===== config.mk =====
export PLATFORM = sky130hd
export DESIGN_NAME = top_sequencer
export DESIGN_NICKNAME = d
export VERILOG_FILES = /design/src/rtl/seq_pkg.sv /design/src/rtl/seq_index_counter.sv /design/src/rtl/top_sequencer.sv
export SDC_FILE = /design/constraint.sdc
export NUM_CORES = 1
export LEC_CHECK = 0
export ABC_AREA = 0
export CELL_PAD_IN_SITES_DETAIL_PLACEMENT = 2
export CELL_PAD_IN_SITES_GLOBAL_PLACEMENT = 2
export CORE_MARGIN = 2
export CORE_UTILIZATION = 16
export DETAILED_ROUTE_END_ITERATION = 12
export HOLD_SLACK_MARGIN = 0.1
export PLACE_DENSITY = 0.79
export SYNTH_ARGS = -nofsm -noshare
export SYNTH_HDL_FRONTEND = slang
export SYNTH_SLANG_ARGS = --single-unit

===== constraint.sdc =====
create_clock -name CLK -period 2.3 [get_ports CLK]
set_clock_uncertainty 0.15 [all_clocks]
set_input_delay 0.345 -clock CLK [delete_from_list [all_inputs] [get_ports CLK]]
set_output_delay 0.345 -clock CLK [all_outputs]
set_load 0.02 [all_outputs]

===== src/rtl/seq_pkg.sv =====
// rtl/seq_pkg.sv - shared types and constants for the top_sequencer block
// State encoding, phase codes, OSD field layout and phase-order helper.
package seq_pkg;

   localparam int DEPTH      = 64;
   localparam int IDX_W      = 6;
   localparam int DATA_WIDTH = 32;

   typedef enum logic [2:0] {
      ST_IDLE,
      ST_LOAD,
      ST_ALU,
      ST_STORE,
      ST_DONE
   } state_e;

   localparam logic [1:0] PH_IDLE  = 2'd0;
   localparam logic [1:0] PH_LOAD  = 2'd1;
   localparam logic [1:0] PH_ALU   = 2'd2;
   localparam logic [1:0] PH_STORE = 2'd3;

   localparam int OSD_W        = 22;
   localparam int OSD_OP_LSB   = 18;
   localparam int OSD_SRCA_LSB = 12;
   localparam int OSD_SRCB_LSB = 6;
   localparam int OSD_DST_LSB  = 0;

   localparam logic [1:0] SEL_IMM = 2'd1;

   // First enabled phase strictly after cur, in LOAD, ALU, STORE order.
   function automatic state_e next_phase(input state_e cur, input logic [2:0] pe);
      logic [2:0] mask;
      state_e     nxt;
      case (cur)
         ST_IDLE: mask = 3'b111;
         ST_LOAD: mask = 3'b110;
         ST_ALU:  mask = 3'b100;
         default: mask = 3'b000;
      endcase
      mask = mask & pe;
      if (mask[0])      nxt = ST_LOAD;
      else if (mask[1]) nxt = ST_ALU;
      else if (mask[2]) nxt = ST_STORE;
      else              nxt = ST_DONE;
      return nxt;
   endfunction

endpackage


===== src/rtl/seq_index_counter.sv =====
// rtl/seq_index_counter.sv - element index with A/B sub-step toggle
// One extra index bit so a full-depth count never wraps before the last-element compare.
module seq_index_counter #(
   parameter int IDX_W = 6
) (
   input  logic             clk_i,
   input  logic             rst_ni,
   input  logic             clear_i,
   input  logic             advance_i,
   input  logic [IDX_W:0]   count_i,
   output logic [IDX_W-1:0] idx_o,
   output logic             sub_b_o,
   output logic             last_o
);

   localparam logic [IDX_W:0] ONE = (IDX_W+1)'(1);

   logic [IDX_W:0] idx_q, idx_d;
   logic           sub_q, sub_d;

   always_comb begin
      idx_d = idx_q;
      sub_d = sub_q;
      if (clear_i) begin
         idx_d = '0;
         sub_d = 1'b0;
      end else if (advance_i) begin
         if (sub_q) begin
            idx_d = idx_q + ONE;
            sub_d = 1'b0;
         end else begin
            sub_d = 1'b1;
         end
      end
   end

   always_ff @(posedge clk_i) begin
      if (!rst_ni) begin
         idx_q <= '0;
         sub_q <= 1'b0;
      end else begin
         idx_q <= idx_d;
         sub_q <= sub_d;
      end
   end

   assign idx_o   = idx_q[IDX_W-1:0];
   assign sub_b_o = sub_q;
   assign last_o  = sub_q && (idx_q == count_i - ONE);

endmodule


===== src/rtl/top_sequencer.sv =====
// rtl/top_sequencer.sv - LOAD/ALU/STORE control sequencer driving the top datapath
// A sampled start is held one cycle in IDLE, so element 0 appears one edge after sampling.
module top_sequencer
   import seq_pkg::*;
#(
   parameter int DEPTH      = seq_pkg::DEPTH,
   parameter int IDX_W      = seq_pkg::IDX_W,
   parameter int DATA_WIDTH = seq_pkg::DATA_WIDTH
) (
   input  logic                  CLK,
   input  logic                  RST_N,
   input  logic                  start,
   input  logic                  abort,
   input  logic [2:0]            phase_en,
   input  logic [IDX_W:0]        count,
   input  logic [DATA_WIDTH-1:0] imm,
   input  logic [3:0]            opcode,
   output logic                  busy,
   output logic                  done,
   output logic [1:0]            phase,
   output logic                  X,
   output logic                  Y,
   output logic                  R_W,
   output logic [IDX_W-1:0]      W_INST,
   output logic [IDX_W-1:0]      R_INST,
   output logic [DATA_WIDTH-1:0] ADDR,
   output logic [OSD_W-1:0]      OSD,
   output logic [1:0]            sel,
   output logic [DATA_WIDTH-1:0] B_imm,
   output logic                  res_strobe,
   output logic [IDX_W-1:0]      res_idx
);

   localparam logic [IDX_W:0] DEPTH_C = (IDX_W+1)'(DEPTH);

   state_e         state_q, state_d;
   logic           start_q, start_d;
   logic [2:0]     pe_q;
   logic [IDX_W:0] cnt_q;
   logic           ctr_clear, ctr_adv, last;
   logic [IDX_W-1:0] idx;
   logic           sub_b;

   seq_index_counter #(.IDX_W(IDX_W)) u_index (
      .clk_i     (CLK),
      .rst_ni    (RST_N),
      .clear_i   (ctr_clear),
      .advance_i (ctr_adv),
      .count_i   (cnt_q),
      .idx_o     (idx),
      .sub_b_o   (sub_b),
      .last_o    (last)
   );

   always_ff @(posedge CLK) begin
      if (!RST_N) begin
         state_q <= ST_IDLE;
         start_q <= 1'b0;
         pe_q    <= '0;
         cnt_q   <= '0;
      end else begin
         state_q <= state_d;
         start_q <= start_d;
         if (start_d) begin
            pe_q  <= phase_en;
            cnt_q <= (count > DEPTH_C) ? DEPTH_C : count;
         end
      end
   end

   always_comb begin
      state_d   = state_q;
      start_d   = 1'b0;
      ctr_clear = 1'b0;
      ctr_adv   = 1'b0;
      unique case (state_q)
         ST_IDLE: begin
            ctr_clear = 1'b1;
            if (abort)
               state_d = ST_IDLE;
            else if (start_q)
               state_d = (cnt_q == '0) ? ST_DONE : next_phase(ST_IDLE, pe_q);
            else
               start_d = start;
         end
         ST_LOAD, ST_ALU, ST_STORE: begin
            if (abort) begin
               state_d   = ST_IDLE;
               ctr_clear = 1'b1;
            end else begin
               ctr_adv = 1'b1;
               if (last) begin
                  state_d   = next_phase(state_q, pe_q);
                  ctr_clear = 1'b1;
               end
            end
         end
         ST_DONE: begin
            state_d   = ST_IDLE;
            ctr_clear = 1'b1;
         end
         default: state_d = ST_IDLE;
      endcase
   end

   always_comb begin
      busy       = 1'b0;
      done       = 1'b0;
      phase      = PH_IDLE;
      X          = 1'b0;
      Y          = 1'b0;
      R_W        = 1'b0;
      W_INST     = '0;
      R_INST     = '0;
      ADDR       = '0;
      OSD        = '0;
      sel        = '0;
      B_imm      = '0;
      res_strobe = 1'b0;
      res_idx    = '0;
      unique case (state_q)
         ST_LOAD: begin
            busy   = 1'b1;
            phase  = PH_LOAD;
            X      = 1'b1;
            R_W    = 1'b1;
            ADDR   = DATA_WIDTH'(idx);
            W_INST = idx;
         end
         ST_ALU: begin
            busy  = 1'b1;
            phase = PH_ALU;
            sel   = SEL_IMM;
            B_imm = imm;
            OSD[OSD_OP_LSB +: 4]       = opcode;
            OSD[OSD_SRCA_LSB +: IDX_W] = idx;
            // Destination only in sub-step B, where the Result is valid.
            if (sub_b) begin
               OSD[OSD_DST_LSB +: IDX_W] = idx;
               res_strobe = 1'b1;
               res_idx    = idx;
            end
         end
         ST_STORE: begin
            busy   = 1'b1;
            phase  = PH_STORE;
            Y      = 1'b1;
            R_INST = idx;
            ADDR   = DATA_WIDTH'(idx);
         end
         ST_DONE: done = 1'b1;
         default: ;
      endcase
   end

endmodule


==> impl_metrics.yaml <==
run_status:
  outcome: "finished clean"
route:
  routedWlPerCell_um: 15.1
  viasPerCell: 3.85
  dr.pass1.iters: 3
  highest_layer: "met4"
  drt_iter0_drc: 51
  wl_met2_um: 4350
  drc: 0
  wl_met1_um: 3440
  met3WireLength_um: 716
  postRouteAntennaNets: 0
  drt-total-wl_um: 8520
  num_vias: 2177
placed_design:
  dpl_cell_area_um2: 3500
  port-buffer-count: 130
  dp_hpwl_um: 7150
  routabilityCongestion: 0.768
clock_tree:
  cts-root-buf: "clkbuf_16"
  clk_latency_ps: 250
  cts_setup_buffers: 0
  htreeDepth: 1
  cts_sinks: 22
  cts_tree: "built"
  numCtsBuffers: 3
  clock_path_buffers: 2
  path_clk_slew_ps: 60
logic_synthesis:
  syn_avg_cell_area_um2: 7.69
  ys.warnings.count: 0
  netlist_instances: 267
  synth_area_um2: 2050
  synth-async-reset-ratio: 0
  synth_top_area_cell: "dfxtp_1"
  synth-main-ff-cell: "dfxtp_1"
  ys_seq_area_frac: 0.215
  synth.distinct_cells: 42
  synth_edf_count: 0
  netlist_top_cells_area: "dfxtp_1 21%, and2_1 15%, buf_4 15%"
  synth_top_area_share: 0.215
  ys_ff_latch: 22
die:
  die_w_um: 117
  core_um2: 12600
  io_pins: 164
  row_count: 41
  die-area_um2: 13800
  die_height_um: 117
  initial_core_util: 0.163
worst_setup_path:
  slowest_stage: "dlygate4sd2_1"
  worst-setup-path-type: "reg -> out"
  worstPathRequired_ps: 1800
  startpoint_type: "register"
  cp_max_fo: 28
  path_cells: "nor2b_1 -> nor2b_2 -> buf_12 -> and3_1 -> dlygate4sd2_1"
  crit_family: "simple AND/OR/NAND/NOR gates"
  max_stage_delay_ps: 350
  arrival_ps: 1660
  worstSetupEndpointType: "output port"
  path_buf_inv: 2
power_and_ir_drop:
  netSwitchingFraction: 0.252
  power_density_nw_per_um2: 287
  pwr-share-comb: 0.228
  power_frac_clock: 0.365
  seq_power_share: 0.407
  intPower_uw: 732
  total_leakage_power_uw: 0.00178
  peakVddDrop_uv: 227
  netSwitchingPower_uw: 247
job:
  max_cap_viol_count: 0
timing:
  slew_viol_final: 0
  setup_tns_ps: 0
  finalSetupViolCount: 0
  max_freq_ghz: 0.463
  fin_crit_sh: 0.939
  timing.final.crit_period_ps: 2160
  rsz0062_at_grt: "false"
  finalHoldViolCount: 0
  fin_hold_ws_ps: 403
global_route:
  grt_overflow: 0
  grt_start_max_net_pins: 29
  antenna_found_initial: 0
  grt_pass1_vias: 2224
  grt_first_pass_wirelength_um: 11900
  grtUsageTotal: 0.112
layout:
  area_growth_pct: 66.4
  final_cell_area_um2: 3420
  n_antenna_cell: 0
  fin_nets: 448
  drive_gt1_frac: 0.142
hold_path:
  hold_path_class: "reg -> reg"
==> final cells by class <==
cell class	count	area, um2
Multi-Input combinational cell	214	1350
Fill cell	1482	9150
Tap cell	172	215
Timing Repair Buffer	147	1320
Clock buffer	3	75.1
Sequential cell	22	440
Inverter	7	26.3
==> per-stage QoR <==
step / setup slack, ps / util / total power, uW / cells
6_report: 141 / 0.272 / 979 / 565
5_1_grt: 5.55 / 0.272 / 1030 / 565
4_1_cts: 6.34 / 0.277 / 994 / 565
3_5_place_dp: 26.2 / 0.278 / 630 / 562
3_3_place_gp: 75.1 / 0.278 / 623 / 562
2_1_floorplan: 56.4 / - / 558 / 299
==> worst paths after layout <==
path	endpoint	cells after the start	slack, ps	startpoint
setup / recovery	res_idx[0]	5	140	state_q[1]
hold / removal	pe_q[0]	2	400	pe_q[0]
hold reg to reg	pe_q[0]	2	400	pe_q[0]
setup reg to reg	u_index.idx_q[1]	7	190	cnt_q[1]
==> state kept, by name, indices dropped and copies added (netlist names) <==
name	flops
state_q	3
start_q	1
pe_q	3
u_index.sub_b_o	1
cnt_q	7
u_index.idx_q	7
==> worst min-delay path: stages (launching register included) <==
cell and delay [ps]:
dfxtp_1 360, mux2i_1 90, nor2_1 70
==> synth_stat cells (8+ instances only) <==
cell and n:
a21oi_1 8, and2_1 50, and3_1 13, buf_4 40
clkbuf_1 10, dfxtp_1 22, nand2_1 11, nor2_1 16
nor2b_1 9, nor3_1 11, xor2_1 9
==> per-layer routing <==
layer / up-vias / GRT usage
met5: - / 0
met4: 0 / 0.00941
met3: 2 / 0.0232
met2: 109 / 0.227
met1: 1009 / 0.123
li1: 1057 / -
==> cell families (layout without fill, tap and decap cells) <==
group           Yosys count  after routing  share of synthesized area
simple gates            136            136                      0.404
compound gates           20             20                     0.0689
other cells               1             33                    0.00183
buf+inv                  63            157                      0.194
mux                       7              7                     0.0341
xor+xnor                 15             15                     0.0640
flops                    22             22                      0.215
fa+ha+maj                 3              3                     0.0183
==> what timing repair did <==
action	4_1_cts	5_1_grt
hold buffers	0	0
endpoints found under the setup margin	75	39
gates resized for setup	72	57
cloned	0	0
==> layout by cell type (no fill, tap or decap), types with 13 or more instances in the layout <==
cell / netlist / final
conb_1: 1 / 33
and3_1: 13 / 13
clkdlybuf4s50_1: 0 / 54
nor2_1: 16 / 16
dfxtp_1: 22 / 22
clkbuf_2: 0 / 24
dlygate4sd2_1: 0 / 45
buf_4: 40 / 13
and2_1: 50 / 50
==> power by group through the flow <==
| stage | logic, uW | registers (uW) | clock network (uW) |
|---|---|---|---|
| detailed placement | 223 | 407 | 0 |
| global placement | 217 | 406 | 0 |
| CTS | 224 | 399 | 371 |
| floorplan | 154 | 404 | 0 |
| global route | 242 | 400 | 384 |
| finish | 223 | 398 | 358 |
No activity file was read; power rests on OpenSTA's default activity.
